===== config.mk =====
export PLATFORM = sky130hd
export DESIGN_NAME = uart_tx_param
export DESIGN_NICKNAME = d
export VERILOG_FILES = /design/src/rtl/uart_tx_param.sv
export SDC_FILE = /design/constraint.sdc
export NUM_CORES = 1
export LEC_CHECK = 0
export BUFFER_PORTS_ARGS = -buffer_cell sky130_fd_sc_hd__buf_2
export CORE_MARGIN = 3
export CORE_UTILIZATION = 44
export DETAILED_ROUTE_END_ITERATION = 10
export PLACE_DENSITY = 0.56
export REMOVE_ABC_BUFFERS = 1
export SKIP_CTS_REPAIR_TIMING = 1
export SLEW_MARGIN = 5
export SYNTH_ARGS = -nofsm -noshare
export SYNTH_HDL_FRONTEND = slang
export SYNTH_SLANG_ARGS = --single-unit

===== constraint.sdc =====
create_clock -name clk -period 6.5 [get_ports clk]
set_input_delay 1.625 -clock clk [delete_from_list [all_inputs] [get_ports clk]]
set_output_delay 1.625 -clock clk [all_outputs]
set_load 0.02 [all_outputs]

===== src/rtl/uart_tx_param.sv =====
// -----------------------------------------------------------------------------
// uart_tx_param -- parameterised UART transmitter with a transmit FIFO.
//
// Bytes written with valid/din are queued in a FIFO_DEPTH-entry FIFO and sent
// as frames: start bit (0), DATA_BITS data bits LSB first, optional even/odd
// parity bit, STOP_BITS stop bits (1). Every bit lasts CLK_HZ/BAUD cycles.
// Frames leave back to back while the FIFO holds data.
//
// Ports
//   clk       in   single clock, rising edge
//   rst_n     in   synchronous active-low reset; aborts any frame in flight
//   valid     in   write strobe for din
//   din       in   [7:0] byte to send; bits above DATA_BITS-1 ignored
//   rdy       out  FIFO not full; write accepted on edge with valid && rdy
//   tx        out  serial line, idle high, registered
//   busy      out  frame on the line or FIFO non-empty
//   overflow  out  one-cycle pulse after a write was dropped (FIFO full)
//   count     out  [$clog2(FIFO_DEPTH):0] FIFO occupancy
// -----------------------------------------------------------------------------
package uart_tx_param_pkg;
    typedef enum logic [2:0] {
        IDLE,
        START,
        DATA,
        PARITY,
        STOP
    } state_e;
endpackage

module uart_tx_param #(
    parameter int CLK_HZ     = 125_000_000,
    parameter int BAUD       = 9600,
    parameter int DATA_BITS  = 8,
    parameter int PARITY     = 0,
    parameter int STOP_BITS  = 1,
    parameter int FIFO_DEPTH = 16
) (
    input  logic                          clk,
    input  logic                          rst_n,
    input  logic                          valid,
    input  logic [7:0]                    din,
    output logic                          rdy,
    output logic                          tx,
    output logic                          busy,
    output logic                          overflow,
    output logic [$clog2(FIFO_DEPTH):0]   count
);
    // The PARITY state label collides with the PARITY parameter, so it is
    // always referenced through the package; the other labels are imported.
    import uart_tx_param_pkg::state_e;
    import uart_tx_param_pkg::IDLE;
    import uart_tx_param_pkg::START;
    import uart_tx_param_pkg::DATA;
    import uart_tx_param_pkg::STOP;

    localparam int CLKS_PER_BIT = CLK_HZ / BAUD;
    // Guarded so an illegal CLKS_PER_BIT reaches the $error below instead of
    // failing first on a zero-width vector.
    localparam int CW   = (CLKS_PER_BIT > 2) ? $clog2(CLKS_PER_BIT) : 1;
    localparam int AW   = $clog2(FIFO_DEPTH);
    localparam int CNTW = AW + 1;

    localparam logic [CW-1:0]   BIT_LAST   = CW'(CLKS_PER_BIT - 1);
    localparam logic [2:0]      DATA_LAST  = 3'(DATA_BITS - 1);
    localparam logic            STOP_LAST  = 1'(STOP_BITS - 1);
    localparam logic [CNTW-1:0] FULL_COUNT = CNTW'(FIFO_DEPTH);
    localparam logic            ODD_PAR    = (PARITY == 2);

    // ------------------------------------------------------------------
    // Elaboration-time parameter checks
    // ------------------------------------------------------------------
    if (CLKS_PER_BIT < 2) begin : g_bad_baud
        $error("uart_tx_param: CLK_HZ/BAUD must be >= 2");
    end
    if (DATA_BITS < 5 || DATA_BITS > 8) begin : g_bad_data_bits
        $error("uart_tx_param: DATA_BITS must be 5..8");
    end
    if (PARITY < 0 || PARITY > 2) begin : g_bad_parity
        $error("uart_tx_param: PARITY must be 0, 1 or 2");
    end
    if (STOP_BITS < 1 || STOP_BITS > 2) begin : g_bad_stop_bits
        $error("uart_tx_param: STOP_BITS must be 1 or 2");
    end
    if (FIFO_DEPTH < 2 || (FIFO_DEPTH & (FIFO_DEPTH - 1)) != 0) begin : g_bad_depth
        $error("uart_tx_param: FIFO_DEPTH must be a power of two >= 2");
    end

    // Narrow frames deliberately drop the upper din bits.
    if (DATA_BITS < 8) begin : g_unused_din
        logic [7-DATA_BITS:0] unused_din_hi;
        assign unused_din_hi = din[7:DATA_BITS];
    end

    // ------------------------------------------------------------------
    // Transmit FIFO
    // ------------------------------------------------------------------
    logic [DATA_BITS-1:0] mem_q [FIFO_DEPTH];
    logic [AW-1:0]        wr_ptr_q;
    logic [AW-1:0]        rd_ptr_q;
    logic [CNTW-1:0]      count_q;
    logic                 overflow_q;
    logic                 full;
    logic                 empty;
    logic                 push;
    logic                 pop;

    // Fullness is taken from the registered count, so a write arriving on
    // the same edge as a pop from a full FIFO is still refused.
    assign full  = (count_q == FULL_COUNT);
    assign empty = (count_q == '0);
    assign push  = valid && !full;

    // NOTE: the storage array is not reset; the pointers and count alone say
    // which entries are valid, which keeps the array mappable onto RAM.
    always_ff @(posedge clk) begin
        if (push) begin
            mem_q[wr_ptr_q] <= din[DATA_BITS-1:0];
        end
    end

    // NOTE: sequential state uses non-blocking assignments only, so every
    // register samples pre-edge values regardless of statement order.
    always_ff @(posedge clk) begin
        if (!rst_n) begin
            wr_ptr_q   <= '0;
            rd_ptr_q   <= '0;
            count_q    <= '0;
            overflow_q <= 1'b0;
        end else begin
            // AW-bit pointers wrap modulo FIFO_DEPTH on their own.
            if (push) wr_ptr_q <= wr_ptr_q + AW'(1);
            if (pop)  rd_ptr_q <= rd_ptr_q + AW'(1);
            count_q    <= count_q + CNTW'(push) - CNTW'(pop);
            overflow_q <= valid && full;
        end
    end

    // ------------------------------------------------------------------
    // Frame FSM
    // ------------------------------------------------------------------
    state_e               state_q, state_d;
    logic [CW-1:0]        cnt_q, cnt_d;        // cycles left in current bit
    logic [2:0]           bit_q, bit_d;        // data bit index
    logic                 stop_q, stop_d;      // stop bit index
    logic [DATA_BITS-1:0] shreg_q, shreg_d;    // data, LSB is on the line
    logic                 par_q, par_d;
    logic                 tx_q, tx_d;
    logic                 bit_done;
    logic                 load;

    assign bit_done = (cnt_q == '0);

    // NOTE: every signal written here gets a default first, so no path
    // leaves one unassigned and no latch is inferred.
    always_comb begin
        state_d = state_q;
        cnt_d   = cnt_q;
        bit_d   = bit_q;
        stop_d  = stop_q;
        shreg_d = shreg_q;
        par_d   = par_q;
        load    = 1'b0;
        pop     = 1'b0;

        if (state_q != IDLE) begin
            cnt_d = cnt_q - CW'(1);
        end

        case (state_q)
            IDLE: begin
                load = !empty;
            end
            START: begin
                if (bit_done) begin
                    state_d = DATA;
                    cnt_d   = BIT_LAST;
                    bit_d   = '0;
                end
            end
            DATA: begin
                if (bit_done) begin
                    cnt_d   = BIT_LAST;
                    shreg_d = shreg_q >> 1;
                    if (bit_q == DATA_LAST) begin
                        stop_d  = 1'b0;
                        state_d = (PARITY != 0) ? uart_tx_param_pkg::PARITY : STOP;
                    end else begin
                        bit_d = bit_q + 3'd1;
                    end
                end
            end
            uart_tx_param_pkg::PARITY: begin
                if (bit_done) begin
                    state_d = STOP;
                    cnt_d   = BIT_LAST;
                    stop_d  = 1'b0;
                end
            end
            STOP: begin
                if (bit_done) begin
                    if (stop_q == STOP_LAST) begin
                        // Chain straight into the next start bit when data
                        // is waiting, otherwise rest the line.
                        load    = !empty;
                        state_d = IDLE;
                        cnt_d   = '0;
                    end else begin
                        stop_d = 1'b1;
                        cnt_d  = BIT_LAST;
                    end
                end
            end
            default: begin
                state_d = IDLE;
                cnt_d   = '0;
            end
        endcase

        // load is only ever raised with the FIFO non-empty.
        if (load) begin
            pop     = 1'b1;
            state_d = START;
            cnt_d   = BIT_LAST;
            shreg_d = mem_q[rd_ptr_q];
            par_d   = (^mem_q[rd_ptr_q]) ^ ODD_PAR;
        end

        // tx is registered: its next value follows the state being entered.
        case (state_d)
            START:                     tx_d = 1'b0;
            DATA:                      tx_d = shreg_d[0];
            uart_tx_param_pkg::PARITY: tx_d = par_d;
            default:                   tx_d = 1'b1;
        endcase
    end

    always_ff @(posedge clk) begin
        if (!rst_n) begin
            state_q <= IDLE;
            cnt_q   <= '0;
            bit_q   <= '0;
            stop_q  <= 1'b0;
            shreg_q <= '0;
            par_q   <= 1'b0;
            tx_q    <= 1'b1;
        end else begin
            state_q <= state_d;
            cnt_q   <= cnt_d;
            bit_q   <= bit_d;
            stop_q  <= stop_d;
            shreg_q <= shreg_d;
            par_q   <= par_d;
            tx_q    <= tx_d;
        end
    end

    // ------------------------------------------------------------------
    // Outputs
    // ------------------------------------------------------------------
    assign rdy      = !full;
    assign tx       = tx_q;
    assign busy     = (state_q != IDLE) || !empty;
    assign overflow = overflow_q;
    assign count    = count_q;

endmodule

Word-level counts from Yosys, hierarchy flattened --
Memory sizes are Yosys's and may differ from the RTL's. A register that Yosys moved wholly into a read port is not among the register bits. Cells that the tools add are included. Widths: inputs -> output; s select.
Cells by class: add/subtract/negate cells 6, equality and inequality tests 15, multiplexer cells 37, bitwise operators 1, reductions and logical operators 19
Operators by type and width (number):
- $mux 14 | 5
- $pmux 14 s3 | 1
- $mux 3 | 10
- $mux 8 | 3
- $pmux 3 s5 | 1
- $logic_not 14->1 | 1
- $sub 14x1->14 const B | 1
- $eq 3x2->1 const B | 4
- $ne 2x2->1 const B | 6
- $mux 1 | 11
- $add 4x1->4 const B | 2
- $mux 4 | 2
- $reduce_xor 8->1 | 1
- $eq 3x1->1 const B | 2
- $eq 3x3->1 const B | 2
- $pmux 1 s3 | 2
- $pmux 3 s2 | 1
- $reduce_bool 2->1 | 3
- $reduce_bool 3->1 | 2
- $add 5x1->5 | 1
- $eq 5x5->1 const B | 1
- $logic_not 5->1 | 1
- $reduce_and 5->1 | 1
- $sub 5x1->5 | 1
- other kinds (11) | 13
Word-level totals: bits in registers 45, RAM bits 128, bits of input ports 11, output and inout bits 9, logic and storage cells 92, memories 1
Memories:
- mem_q | depth 16, width 8, read ports 1, clocked after memory_dff 1, wr ports 1, RTL line 97 | logic [DATA_BITS-1:0] mem_q [FIFO_DEPTH];

Depth between registers and ports, before layout --
Gate-level depths: netlist of run 1.
depth after elaboration 8, gate-level depth with buffers 20

Worst setup path before layout of run 1 --
OpenSTA, ideal clock, no wires.
path kind register -> register, start reg cnt_q[0], end reg count_q[4], in the netlist count[4], arrival time 3.372 ns, required time 6.430 ns, setup slack 3.058 ns, cell stages (with the launch flop) 21, buffers on the path 3, period minus slack after synthesis 3.442 ns, cells stage by stage dfxtp_1 -> inv_1 -> ha_1 -> or3b_4 -> or3_1 -> buf_2 -> or3_1 -> buf_2 -> nand2_2 -> nand2_2 -> buf_2 -> nand2_1 -> nand2_1 -> ha_1 -> inv_1 -> fa_1 -> inv_1 -> a21oi_1 -> nor2_1 -> or3_1 -> a21oi_1
Between the ends: word-level cells in the longest chain between the ends 5
RTL lines:
- start: declaration | RTL line 142 | logic [CW-1:0] cnt_q, cnt_d;
- start signal: assignment | RTL line 248 | cnt_q <= cnt_d;
- $logic_not 14->1 | RTL line 151 | assign bit_done = (cnt_q == '0);
- $mux 1 | RTL line 200 | if (bit_done) begin
- $pmux 1 s2 | RTL line 169 | case (state_q)
- $mux 1 | RTL line 220 | if (load) begin
- $sub 5x1->5 | RTL line 133 | count_q <= count_q + CNTW'(push) - CNTW'(pop);
- end signal: assignment | RTL line 133
- end: declaration | RTL line 100 | logic [CNTW-1:0] count_q;
No other way between the ends. A chain may end at the register's enable or synchronous reset.

Worst setup path in the final report of run 1 --
start reg cnt_q[1], end reg count_q[4], in the netlist count[4]
Same word-level chain as after synthesis.

==> out/qor.tcl, run 1 <==
set qor(synth_seq_area_share_pct) 65.5
set qor(syn_inst) 516
set qor(routedWlPerCell_um) 18.9
set qor(final-max-slew-violation-count) 0
set qor(hold_violations) 0
set qor(unrepaired_setup_endpoints_after_global_routing) {no}
set qor(nFillCells) 1397
set qor(grt_first_pass_wirelength_um) 23100
set qor(synth_warnings) 0
set qor(utilization_pct) 50.6
set qor(netlist-cell-type-count) 52
set qor(worst_hold_startpoint) {shreg_q[7]}
set qor(cpPeakStageDelay_ns) 0.50
set qor(comb_power_share_pct) 30.5
set qor(timing.critical_path.required_ns) 6.76
set qor(layout.cells.non_filler) 761
set qor(initial_core_util_pct) 45.5
set qor(worst_setup_path_start_kind) {register}
set qor(timing.critical_path.fanout_max) 13
set qor(synth-main-ff-cell) {sky130_fd_sc_hd__edfxtp_1}
set qor(io_buffer_count) 19
set qor(setup_violations) 0
set qor(num_cts_buffers) 17
set qor(totalWireLength_um) 14400
set qor(fin_crit_sh_pct) 57.6
set qor(largest_cells_by_area_after_synthesis) {sky130_fd_sc_hd__edfxtp_1 52%, sky130_fd_sc_hd__dfxtp_1 13%, sky130_fd_sc_hd__mux4_2 9.8%, sky130_fd_sc_hd__nor2_1 3.1%, sky130_fd_sc_hd__ha_1 2.4%}
set qor(path_clk_slew_ns) 0.06
set qor(root_buffer) {sky130_fd_sc_hd__clkbuf_16}
set qor(reg_to_reg_start) {cnt_q[1]}
set qor(status) {complete, no violations}
set qor(grt_max_degree) 33
set qor(ir_worst_vdd_mv) 0.294
set qor(multi_input_comb_area_um2) 2350
set qor(initial_antenna_violation_count) 0
set qor(p_sw_uw) 1060
set qor(asyncSetResetFlopFracSynth_pct) 0
set qor(pwr-share-clk_pct) 27.5
set qor(via_per_inst) 5.35
set qor(std_cell_core_area_um2) 16100
set qor(ys_seq_elements) 176
set qor(place_congestion) 0.823
set qor(grt_overflow_total) 0
set qor(cp.arrival_ns) 4.00
set qor(seq_power_share_pct) 42.0
set qor(postSynthAreaPerCell_um2) 14.2
set qor(synth_largest_type_area_fraction_pct) 52.4
set qor(crit_path_top_delay_cell) {sky130_fd_sc_hd__or3_1}
set qor(final_layout_size_suffix_gt1_share_pct) 17.2
set qor(number_of_vias_after_detailed_routing) 4075
set qor(path_cells) {inv_1 > ha_1 > or3b_4 > or3_1 > or3_1 > a21boi_4 > nand2b_1 > nand2_1 > ha_1 > inv_1 > fa_1 > inv_1 > a21oi_1 > nor2_1 > or3_1 > a21oi_1}
set qor(cts_tree) {built}
set qor(max-slew-margin-rel_pct) 36.7
set qor(clock_tree.htree_level_count) 4
set qor(insertedDiodeCount) 0
set qor(grtUsageTotal_pct) 17.0
set qor(leakagePower_uw) 0.00272
set qor(nNetsFinal) 559
set qor(crit_path_end_kind) {register}
set qor(drt.antenna.violating_nets) 0
set qor(switching_share_of_power_pct) 32.1
set qor(number_of_clock_sinks_seen_by_cts) 176
set qor(timing_worst_setup_path_type) {reg2reg}
set qor(synth.largest_area_cell) {sky130_fd_sc_hd__edfxtp_1}
set qor(drt_first_iter_violations) 381
set qor(placed_cells_incl_taps) 730
set qor(fp.dieH_um) 135
set qor(worst_tran_pin_value_ns) 0.949
set qor(area.sequential_um2) 4810
set qor(detail_route.first_pass.iterations) 5
set qor(post-place-ws_ns) 2.78
set qor(period_minus_slack_ns) 3.74
set qor(rows) 46
set qor(cts.path.max_buffers) 2
set qor(power_per_cell_area_nw_per_um2) 406
set qor(type_of_the_most_critical_hold_path) {reg2reg}
set qor(layout_commonest_cell) {sky130_fd_sc_hd__edfxtp_1}
set qor(drv.max_cap_violation_count) 0
set qor(clock_skew_ns) 0.0175
set qor(insertion_delay_ns) 0.42
set qor(synth-edff-count) 128
set qor(timing.setup.tns_ns) 0
set qor(fp.dieArea_um2) 18300
set qor(drc) 0
set qor(mostFrequentLayoutCells) {128 x sky130_fd_sc_hd__edfxtp_1, 61 x sky130_fd_sc_hd__nor2_1, 47 x sky130_fd_sc_hd__dfxtp_1}
set qor(worst_slack_ns) 2.76
set qor(area.growth.synth_to_final_pct) 11.1
set qor(ioPinCount) 20
set qor(power_report.internal_total_uw) 2250
set qor(mappedNetlistArea_um2) 7330
set qor(hpwlAfterDp_um) 9360
set qor(grt_pass1_vias) 4138
set qor(timing.fmax_mhz) 267
set qor(crit_start) {cnt_q[1]}
set qor(fp.dieW_um) 135
[stage by stage]
step	total power, uW	instance area, um2	hold slack, ns
after floorplan	2160	7210	0.448
after global placement	2420	7630	0.456
after detailed placement	2430	7630	0.462
after CTS	3350	8150	0.471
after global routing	3510	8150	0.505
final	3310	8150	0.469
[cells in the mapped netlist, types with 4 or more instances]
cell	count
sky130_fd_sc_hd__edfxtp_1	128
sky130_fd_sc_hd__nor2_1	61
sky130_fd_sc_hd__dfxtp_1	48
sky130_fd_sc_hd__nand2_1	36
sky130_fd_sc_hd__mux4_2	32
sky130_fd_sc_hd__a21oi_1	21
sky130_fd_sc_hd__a22oi_1	18
sky130_fd_sc_hd__xnor2_1	16
sky130_fd_sc_hd__clkbuf_1	15
sky130_fd_sc_hd__inv_1	15
sky130_fd_sc_hd__ha_1	14
sky130_fd_sc_hd__o21ai_0	13
sky130_fd_sc_hd__nor3_1	8
sky130_fd_sc_hd__or3_1	7
sky130_fd_sc_hd__xor2_1	7
sky130_fd_sc_hd__buf_2	6
sky130_fd_sc_hd__nand3_1	6
sky130_fd_sc_hd__a311oi_1	5
sky130_fd_sc_hd__nand2b_1	5
sky130_fd_sc_hd__and2_1	4
sky130_fd_sc_hd__buf_1	4
sky130_fd_sc_hd__nor2b_1	4
[critical path: cells and delay by family (launching register included)]
family                   cells  cell delay, ns
AND/OR/NAND/NOR              7            1.85
adder cells (fa/ha/maj)      3            0.71
AO/OA/AOI/OAI                3            0.49
flip-flops                   1            0.33
buffers and inverters        3            0.19
[sequential cells by signal (all words and copies together), names as in the netlist, 3 cells and up, named ones only]
name / count
rd_ptr_q: 4
wr_ptr_q: 4
state_q: 3
shreg_q: 8
bit_q: 3
mem_q: 128
count: 5
cnt_q: 14
[final cells by class]
type,count,area share (%)
inverter,15,0.691
tap,216,3.32
sequential,176,59.0
multi-input combinational,298,28.9
clock buffer,20,5.36
timing repair buffer,25,1.72
clock inverter,11,1.06
[layer usage]
layer | vias to the layer above | routed length, um | GRT usage, %
li1 | 1966 | - | -
met3 | 4 | 675 | 3.95
met5 | - | 0 | 0
met2 | 82 | 7200 | 27.7
met1 | 2023 | 6390 | 23.2
met4 | 0 | 106 | 4.59
[cell families (layout without fill, tap and decap cells)]
kind of cell	count (synthesis)	after routing	synth area share, %
flops	176	176	65.5
simple gates	150	150	9.59
compound gates	76	76	6.99
buf+inv	42	71	2.41
mux	34	34	10.1
xor+xnor	23	23	2.75
fa+ha+maj	15	15	2.66
[power by group through the flow]
stage / Sequential (uW) / Combinational [uW] / Clock [uW]
after floorplan: 1470 / 696 / 0
after global placement: 1410 / 1010 / 0
after detailed placement: 1410 / 1020 / 0
after CTS: 1390 / 1030 / 931
after global routing: 1400 / 1120 / 980
final: 1390 / 1010 / 910
[worst paths after layout]
kind         depth (start not counted)    endpoint  slack [ns]
max                                 16    count[4]        2.76
min reg2reg                          2  shreg_q[7]        0.47
max reg2reg                         16    count[4]        2.76
min                                  2  shreg_q[7]        0.47
Power figures use the tool's default switching activity.
==> inputs of run 2 (changes only) <==
Settings changed: ABC_AREA set to 1.
Clock period 6.5 ns to 3.8 ns, I/O delays scaled along.
==> run 2 against run 1 <==
Net effect: routed wire length grew 31%; clock power grew 97%; die area up 10%; total power grew 98%; register-to-register slack lost 2.0 ns; largest cell class unchanged; largest power group unchanged; highest routed layer unchanged.
==> out/qor.tcl, run 2 <==
set qor(ioPinCount) 20 ;# unchanged
set qor(status) {complete, no violations}
set qor(max-slew-margin-rel_pct) 39.5 ;# +2.9 points
set qor(ir_worst_vdd_mv) 0.387 ;# +31%
set qor(worst_setup_path_start_kind) {register}
set qor(setup_violations) 0 ;# unchanged
set qor(number_of_vias_after_detailed_routing) 5743 ;# +41%
set qor(insertedDiodeCount) 0 ;# unchanged
set qor(worst_hold_startpoint) {rd_ptr_q[3]}
set qor(fp.dieW_um) 142 ;# +5.0%
set qor(fin_crit_sh_pct) 80.7 ;# +23 points
set qor(reg_to_reg_start) {cnt_q[0]}
set qor(via_per_inst) 4.99 ;# -6.8%
set qor(synth_top_family_by_area) {simple AND/OR/NAND/NOR gates}
set qor(timing.critical_path.required_ns) 4.11 ;# -2.65 ns
set qor(root_buffer) {sky130_fd_sc_hd__clkbuf_16}
set qor(std_cell_core_area_um2) 18000 ;# +12%
set qor(timing.critical_path.fanout_max) 14 ;# +1
set qor(grt_overflow_total) 0 ;# unchanged
set qor(hpwlAfterDp_um) 11900 ;# +27%
set qor(multi_input_comb_area_um2) 2650 ;# +12%
set qor(detail_route.first_pass.iterations) 5 ;# unchanged
set qor(type_of_the_most_critical_hold_path) {reg2reg}
set qor(ys_seq_elements) 176 ;# unchanged
set qor(final_area_um2) 8970 ;# +10%
set qor(path_clk_slew_ns) 0.07 ;# about the same
set qor(timing_worst_setup_path_type) {reg2reg}
set qor(largest_cells_by_area_after_synthesis) {sky130_fd_sc_hd__edfxtp_1 47%, sky130_fd_sc_hd__nand2_1 13%, sky130_fd_sc_hd__dfxtp_1 12%, sky130_fd_sc_hd__nand3_1 5.7%, sky130_fd_sc_hd__inv_1 5.3%}
set qor(leakagePower_uw) 0.00383 ;# +41%
set qor(synth_largest_type_area_fraction_pct) 47.3 ;# -5.1 points
set qor(met3WireLength_um) 563 ;# -17%
set qor(seq_power_share_pct) 36.5 ;# -5.5 points
set qor(grt_max_degree) 65 ;# +97%
set qor(postSynthAreaPerCell_um2) 9.08 ;# -36%
set qor(timing.fmax_mhz) 326 ;# +22%
set qor(holdPathStages) 2 ;# unchanged
set qor(area.sequential_um2) 4810 ;# unchanged
set qor(grtUsageTotal_pct) 19.4 ;# +2.4 points
set qor(final_layout_size_suffix_gt1_share_pct) 10.4 ;# -6.8 points
set qor(synth.area.mux_share_pct) 0 ;# -10 points
set qor(clock_skew_ns) 0.0128 ;# -0.00475 ns
set qor(synth_xor_area_share_pct) 0.539 ;# -2.2 points
set qor(totalWireLength_um) 18800 ;# +31%
set qor(drt_first_iter_violations) 355 ;# -6.8%
set qor(synth_warnings) 0 ;# unchanged
set qor(top_signal_layer_used) {met4}
set qor(p_sw_uw) 2550 ;# +140%
set qor(clock_tree.htree_level_count) 4 ;# unchanged
set qor(asyncSetResetFlopFracSynth_pct) 0 ;# unchanged
set qor(number_of_clock_sinks_seen_by_cts) 176 ;# unchanged
set qor(synth_fa_ha_area_share_pct) 2.40 ;# -0.26 points
set qor(largest_register_ff_count) 128 ;# unchanged
set qor(insertion_delay_ns) 0.44 ;# +0.02 ns
set qor(r2r_slack_ns) 0.73 ;# -2.02 ns
set qor(crit_path_end_kind) {register}
set qor(place_congestion) 0.820 ;# -0.34%
set qor(io_buffer_count) 19 ;# unchanged
set qor(largest_register) {mem_q}
set qor(met2_wirelength_um) 9080 ;# +26%
set qor(pwr-share-clk_pct) 27.4 ;# about the same
set qor(power_per_cell_area_nw_per_um2) 729 ;# +79%
set qor(unrepaired_setup_endpoints_after_global_routing) {no}
set qor(switching_share_of_power_pct) 39.0 ;# +6.9 points
set qor(mostFrequentLayoutCells) {276 x sky130_fd_sc_hd__nand2_1, 128 x sky130_fd_sc_hd__edfxtp_1, 115 x sky130_fd_sc_hd__inv_1}
set qor(initial_core_util_pct) 45.1 ;# -0.42 points
set qor(initial_antenna_violation_count) 0 ;# unchanged
set qor(synth-edff-count) 128 ;# unchanged
set qor(reg2reg_to) {count[4]}
set qor(grt_first_pass_wirelength_um) 29700 ;# +29%
set qor(timing.setup.tns_ns) 0 ;# unchanged
set qor(routedWlPerCell_um) 16.4 ;# -13%
set qor(drt-met1-wl_um) 8960 ;# +40%
set qor(drc) 0 ;# unchanged
set qor(cts_tree) {built}
set qor(fp.dieH_um) 142 ;# +5.0%
set qor(total_power_uw) 6540 ;# +98%
set qor(period_minus_slack_ns) 3.07 ;# -0.679 ns
set qor(biggestRegsByFlops) {mem_q: 128 flops, cnt_q: 14 flops, shreg_q: 8 flops}
set qor(yosys.area_share.simple_pct) 24.9 ;# +15 points
set qor(grt_pass1_vias) 5421 ;# +31%
set qor(layout_commonest_cell) {sky130_fd_sc_hd__nand2_1}
set qor(drt.antenna.violating_nets) 0 ;# unchanged
set qor(placed_area_um2) 8370 ;# +9.8%
set qor(synth.largest_area_cell) {sky130_fd_sc_hd__edfxtp_1}
set qor(post-synth-top-count-cell) {sky130_fd_sc_hd__nand2_1}
set qor(r2r_cells) 21 ;# +5
set qor(comb_power_share_pct) 36.1 ;# +5.6 points
set qor(final-max-slew-violation-count) 0 ;# unchanged
set qor(nNetsFinal) 935 ;# +67%
set qor(area.growth.synth_to_final_pct) 10.4
set qor(synth-main-ff-cell) {sky130_fd_sc_hd__edfxtp_1}
set qor(nFillCells) 1732 ;# +24%
set qor(syn_inst) 895 ;# +73%
set qor(cts.path.max_buffers) 2 ;# unchanged
set qor(netlist-cell-type-count) 41 ;# -21%
set qor(synth_cell_count_leaders) {276 x sky130_fd_sc_hd__nand2_1, 128 x sky130_fd_sc_hd__edfxtp_1, 115 x sky130_fd_sc_hd__inv_1}
set qor(mappedNetlistArea_um2) 8130 ;# +11%
set qor(rows) 49 ;# +6.5%
set qor(num_cts_buffers) 17 ;# unchanged
set qor(fp.dieArea_um2) 20100 ;# +10%
set qor(worst_tran_pin_value_ns) 0.904 ;# -0.0453 ns
set qor(power_report.internal_total_uw) 3990 ;# +77%
set qor(cp.arrival_ns) 3.38 ;# -0.62 ns
set qor(synth_compound_gate_area_share_pct) 4.76 ;# -2.2 points
set qor(synth_seq_area_share_pct) 59.1 ;# -6.4 points
set qor(hold_violations) 0 ;# unchanged
set qor(drv.max_cap_violation_count) 0 ;# unchanged
==> run 2: worst max-delay path by stage <==
stage / to / slack (ns) / depth (start not counted) / startpoint
detailed placement: count[4] / 0.74 / 21 / cnt_q[0]
global route: count[4] / 0.47 / 21 / cnt_q[0]
global placement: count[4] / 0.83 / 21 / cnt_q[0]
finish: count[4] / 0.73 / 21 / cnt_q[0]
CTS: count[4] / 0.73 / 21 / cnt_q[0]
floorplan: par_q / 0.67 / 17 / register
==> run 2: stage by stage <==
stage / setup slack, ns / utilization [%] / hold slack [ns] / instances
floorplan: 0.671 / - / 0.435 / 865
global placement: 0.833 / 46.5 / 0.452 / 1119
detailed placement: 0.744 / 46.5 / 0.454 / 1119
CTS: 0.729 / 49.8 / 0.465 / 1151
global route: 0.468 / 49.8 / 0.496 / 1151
finish: 0.735 / 49.8 / 0.462 / 1151
==> run 2: logic make-up (layout without fill, tap and decap cells) <==
group / Yosys count / after routing
fa+ha+maj: 15 / 15
simple gates: 473 / 473
buf+inv: 158 / 185
flops: 176 / 176
xor+xnor: 5 / 5
compound gates: 68 / 68
==> run 2: per-layer routing <==
| layer | track usage (%) | vias to the layer above |
|---|---|---|
| li1 | - | 2925 |
| met1 | 26.6 | 2694 |
| met2 | 31.7 | 106 |
| met3 | 3.71 | 18 |
| met4 | 5.45 | 0 |
| met5 | 0 | - |
==> run 2: final cells by class <==
cell class | instances | share of cell area (%)
clock buffers | 18 | 4.78
repair buffers | 25 | 1.70
multi-input cells | 561 | 29.5
flip-flops and latches | 176 | 53.6
inverters | 128 | 5.35
well taps | 229 | 3.19
clock inverters | 14 | 1.90
==> run 2: critical path, stage by stage (launching register included) <==
cell,delay (ns)
sky130_fd_sc_hd__dfxtp_1,0.31
sky130_fd_sc_hd__inv_1,0.07
sky130_fd_sc_hd__ha_1,0.16
sky130_fd_sc_hd__inv_1,0.05
sky130_fd_sc_hd__nor2_1,0.08
sky130_fd_sc_hd__nand2_1,0.12
sky130_fd_sc_hd__inv_1,0.10
sky130_fd_sc_hd__nand3_1,0.13
sky130_fd_sc_hd__nand2_1,0.12
sky130_fd_sc_hd__nand2_2,0.08
sky130_fd_sc_hd__nor2_4,0.29
sky130_fd_sc_hd__inv_2,0.07
sky130_fd_sc_hd__nor2_2,0.14
sky130_fd_sc_hd__inv_1,0.08
sky130_fd_sc_hd__nand2_1,0.07
sky130_fd_sc_hd__ha_1,0.15
sky130_fd_sc_hd__inv_1,0.05
sky130_fd_sc_hd__fa_1,0.41
sky130_fd_sc_hd__nor3_1,0.20
sky130_fd_sc_hd__a211oi_1,0.08
sky130_fd_sc_hd__o21ai_0,0.14
sky130_fd_sc_hd__a21oi_1,0.05
==> run 2: power groups by stage <==
stage / clock, uW / sequential (uW) / combinational [uW]
detailed placement: 0 / 2430 / 2370
CTS: 1820 / 2390 / 2370
floorplan: 0 / 2510 / 1570
global placement: 0 / 2420 / 2370
finish: 1790 / 2390 / 2360
global route: 1900 / 2410 / 2700
==> inputs of run 3 (changes only) <==
Settings changed: ABC_AREA 1 to 0.
Clock period 3.8 ns to 3 ns, I/O delays scaled along.
==> run 3 against run 2 <==
Net effect: the flow now finishes with violations (negative setup slack); maximum frequency shrank 1.3%; die area shrank 9.4%; clock-buffer cell count is the same; sequential power grew 26%; utilization grew 3.3 points; via count shrank 26%; sequential share of layout area grew 2.7 points; design area shrank 4.7%; cell count shrank 31%; register-to-register slack lost 0.84 ns; combinational power grew 6%; non-clock buffer count grew 38.
==> out/qor.tcl, run 3 (synthesis results as in run 1) <==
set qor(status) {finished with violations}
set qor(violations_in_the_final_reports) {negative setup slack}
set qor(switching_share_of_power_pct) 31.7 ;# -7.3 points
set qor(max-slew-margin-rel_pct) 56.1 ;# +17 points
set qor(cpPeakStageDelay_ns) 0.42 ;# about the same
set qor(number_of_clock_sinks_seen_by_cts) 176 ;# unchanged
set qor(layout_commonest_cell) {sky130_fd_sc_hd__edfxtp_1}
set qor(unrepaired_setup_endpoints_after_global_routing) {yes}
set qor(timing.critical_path.fanout_max) 3 ;# -11
set qor(largest_register) {mem_q}
set qor(fp.dieH_um) 135 ;# -4.8%
set qor(r2r_cells) 17 ;# -19%
set qor(grt_pass1_vias) 4308 ;# -21%
set qor(reg2reg_to) {count[4]}
set qor(grt_first_pass_wirelength_um) 23900 ;# -19%
set qor(path_clk_slew_ns) 0.06 ;# about the same
set qor(worst_slack_ns) -0.106 ;# -0.841 ns
set qor(routedWlPerCell_um) 18.8 ;# +15%
set qor(crit_path_top_delay_cell) {sky130_fd_sc_hd__or3_4}
set qor(detail_route.first_pass.iterations) 4 ;# -1
set qor(p_sw_uw) 2410 ;# -5.4%
set qor(ioPinCount) 20 ;# unchanged
set qor(ir_worst_vdd_mv) 0.585 ;# +51%
set qor(path_cells) {inv_2 > ha_4 > or3b_4 > or3_4 > or3_4 > nand2_4 > nand2_4 > nand2_2 > nand2_2 > ha_4 > inv_2 > fa_2 > inv_2 > a21oi_2 > nor2_1 > or3_1 > a21oi_1}
set qor(path_delay_family) {simple AND/OR/NAND/NOR gates}
set qor(largest_register_ff_count) 128 ;# unchanged
set qor(via_per_inst) 5.35 ;# +7.2%
set qor(final_layout_size_suffix_gt1_share_pct) 25.6 ;# +15 points
set qor(drt_first_iter_violations) 294 ;# -17%
set qor(worst_hold_startpoint) {shreg_q[5]}
set qor(nFillCells) 1336 ;# -23%
set qor(std_cell_core_area_um2) 16100 ;# -11%
set qor(biggestRegsByFlops) {mem_q: 128 flops, cnt_q: 14 flops, shreg_q: 8 flops}
set qor(fin_crit_sh_pct) 104 ;# +23 points
set qor(r2r_slack_ns) -0.11 ;# -0.84 ns
set qor(number_of_vias_after_detailed_routing) 4272 ;# -26%
set qor(comb_power_share_pct) 33.0 ;# -3.1 points
set qor(nNetsFinal) 597 ;# -36%
set qor(pwr-share-clk_pct) 27.4 ;# about the same
set qor(period_minus_slack_ns) 3.11 ;# +0.0410 ns
set qor(grtUsageTotal_pct) 17.5 ;# -1.9 points
set qor(drc) 0 ;# unchanged
set qor(fp.dieArea_um2) 18300 ;# -9.4%
set qor(power_report.internal_total_uw) 5200 ;# +30%
set qor(initial_core_util_pct) 45.5 ;# +0.42 points
set qor(crit_path_end_kind) {register}
set qor(cp.arrival_ns) 3.46 ;# +0.08 ns
set qor(insertedDiodeCount) 0 ;# unchanged
set qor(timing.critical_path.required_ns) 3.35 ;# -0.76 ns
set qor(timing_worst_setup_path_type) {reg2reg}
set qor(clock_skew_ns) 0.00901 ;# -0.00377 ns
set qor(grt_overflow_total) 0 ;# unchanged
set qor(hold_violations) 0 ;# unchanged
set qor(type_of_the_most_critical_hold_path) {reg2reg}
set qor(hpwlAfterDp_um) 9920 ;# -16%
set qor(worst_tran_pin_value_ns) 0.657 ;# -0.246 ns
set qor(drt.antenna.violating_nets) 0 ;# unchanged
set qor(mostFrequentLayoutCells) {128 x sky130_fd_sc_hd__edfxtp_1, 61 x sky130_fd_sc_hd__nor2_1, 45 x sky130_fd_sc_hd__dfxtp_1}
set qor(worst_setup_path_start_kind) {register}
set qor(cts_tree) {built}
set qor(placed_area_um2) 7910 ;# -5.6%
set qor(setup_violations) 1 ;# +1
set qor(insertion_delay_ns) 0.42 ;# -0.02 ns
set qor(cts.path.max_buffers) 2 ;# unchanged
set qor(rows) 46 ;# -6.1%
set qor(power_per_cell_area_nw_per_um2) 890 ;# +22%
set qor(final-max-slew-violation-count) 0 ;# unchanged
set qor(root_buffer) {sky130_fd_sc_hd__clkbuf_16}
set qor(initial_antenna_violation_count) 0 ;# unchanged
set qor(holdPathStages) 2 ;# unchanged
set qor(num_cts_buffers) 17 ;# unchanged
set qor(total_stage_count_of_the_critical_path) 17 ;# -19%
set qor(critical_path.n_buffers_inverters) 3 ;# -3
set qor(drv.max_cap_violation_count) 0 ;# unchanged
set qor(io_buffer_count) 19 ;# unchanged
set qor(fp.dieW_um) 135 ;# -4.8%
set qor(place_congestion) 0.854 ;# +4.1%
set qor(timing.fmax_mhz) 322 ;# -1.3%
set qor(area.growth.synth_to_final_pct) 16.6
set qor(grt_max_degree) 33 ;# -49%
set qor(reg_to_reg_start) {cnt_q[1]}
set qor(final_area_um2) 8550 ;# -4.7%
set qor(end_point_of_the_most_critical_hold_path) {shreg_q[5]}
set qor(critical_path.most_common_cell) {sky130_fd_sc_hd__inv_2}
set qor(post-place-ws_ns) -0.215 ;# -0.959 ns
set qor(clock_tree.htree_level_count) 4 ;# unchanged
set qor(totalWireLength_um) 15000 ;# -20%
set qor(seq_power_share_pct) 39.6 ;# +3.1 points
set qor(leakagePower_uw) 0.00296 ;# -23%
run 3: worst reg2reg max path: stages (launching register included):
cell and delay [ns]:
sky130_fd_sc_hd__dfxtp_2 0.33, sky130_fd_sc_hd__inv_2 0.07, sky130_fd_sc_hd__ha_4 0.13, sky130_fd_sc_hd__or3b_4 0.37
sky130_fd_sc_hd__or3_4 0.34, sky130_fd_sc_hd__or3_4 0.42, sky130_fd_sc_hd__nand2_4 0.09, sky130_fd_sc_hd__nand2_4 0.05
sky130_fd_sc_hd__nand2_2 0.07, sky130_fd_sc_hd__nand2_2 0.06, sky130_fd_sc_hd__ha_4 0.16, sky130_fd_sc_hd__inv_2 0.05
sky130_fd_sc_hd__fa_2 0.20, sky130_fd_sc_hd__inv_2 0.04, sky130_fd_sc_hd__a21oi_2 0.11, sky130_fd_sc_hd__nor2_1 0.06
sky130_fd_sc_hd__or3_1 0.37, sky130_fd_sc_hd__a21oi_1 0.12
run 3: power groups by stage:
stage | Sequential (uW) | Clock (uW) | Combinational (uW)
CTS | 3000 | 2130 | 2440
global placement | 3040 | 0 | 2380
global route | 3040 | 2250 | 2760
detailed placement | 3050 | 0 | 2420
finish | 3010 | 2090 | 2510
floorplan | 3180 | 0 | 1510
run 3: cell type report:
class                   instances  area (um2)  share of cell area, %
multi-input cells             298        2410                   28.2
flip-flops and latches        176        4810                   56.2
well taps                     216         270                   3.16
clock inverters                13         128                   1.49
repair buffers                 63         450                   5.27
inverters                      15        56.3                  0.658
clock buffers                  18         429                   5.02
run 3: worst max-delay path by stage:
| stage | from | to | slack, ns |
|---|---|---|---|
| after CTS | cnt_q[1] | count[4] | -0.24 |
| after global placement | cnt_q[1] | count[4] | -0.14 |
| after detailed placement | cnt_q[1] | count[4] | -0.22 |
| after floorplan | cnt_q[0] | count[4] | -0.39 |
| final | cnt_q[1] | count[4] | -0.11 |
| after global routing | cnt_q[1] | count[4] | -0.24 |
run 3: stage by stage:
stage               std cells  hold WS [ns]  power [uW]  utilization (%)  setup TNS (ns)
floorplan                 489         0.448        4680                -          -0.930
global placement          764         0.459        5420             49.1          -0.173
detailed placement        764         0.464        5470             49.1          -0.327
CTS                       795         0.473        7570             52.5          -0.389
global route              799         0.506        8060             53.1          -0.374
finish                    799         0.470        7610             53.1          -0.106
run 3: layer usage:
layer | track usage [%] | vias to the layer above | part of all wire [%]
met1 | 23.5 | 2158 | 45
met2 | 29.3 | 64 | 50
met4 | 3.98 | 0 | 0.84
met3 | 4.14 | 9 | 3.8
li1 | - | 2041 | -
met5 | 0 | - | 0
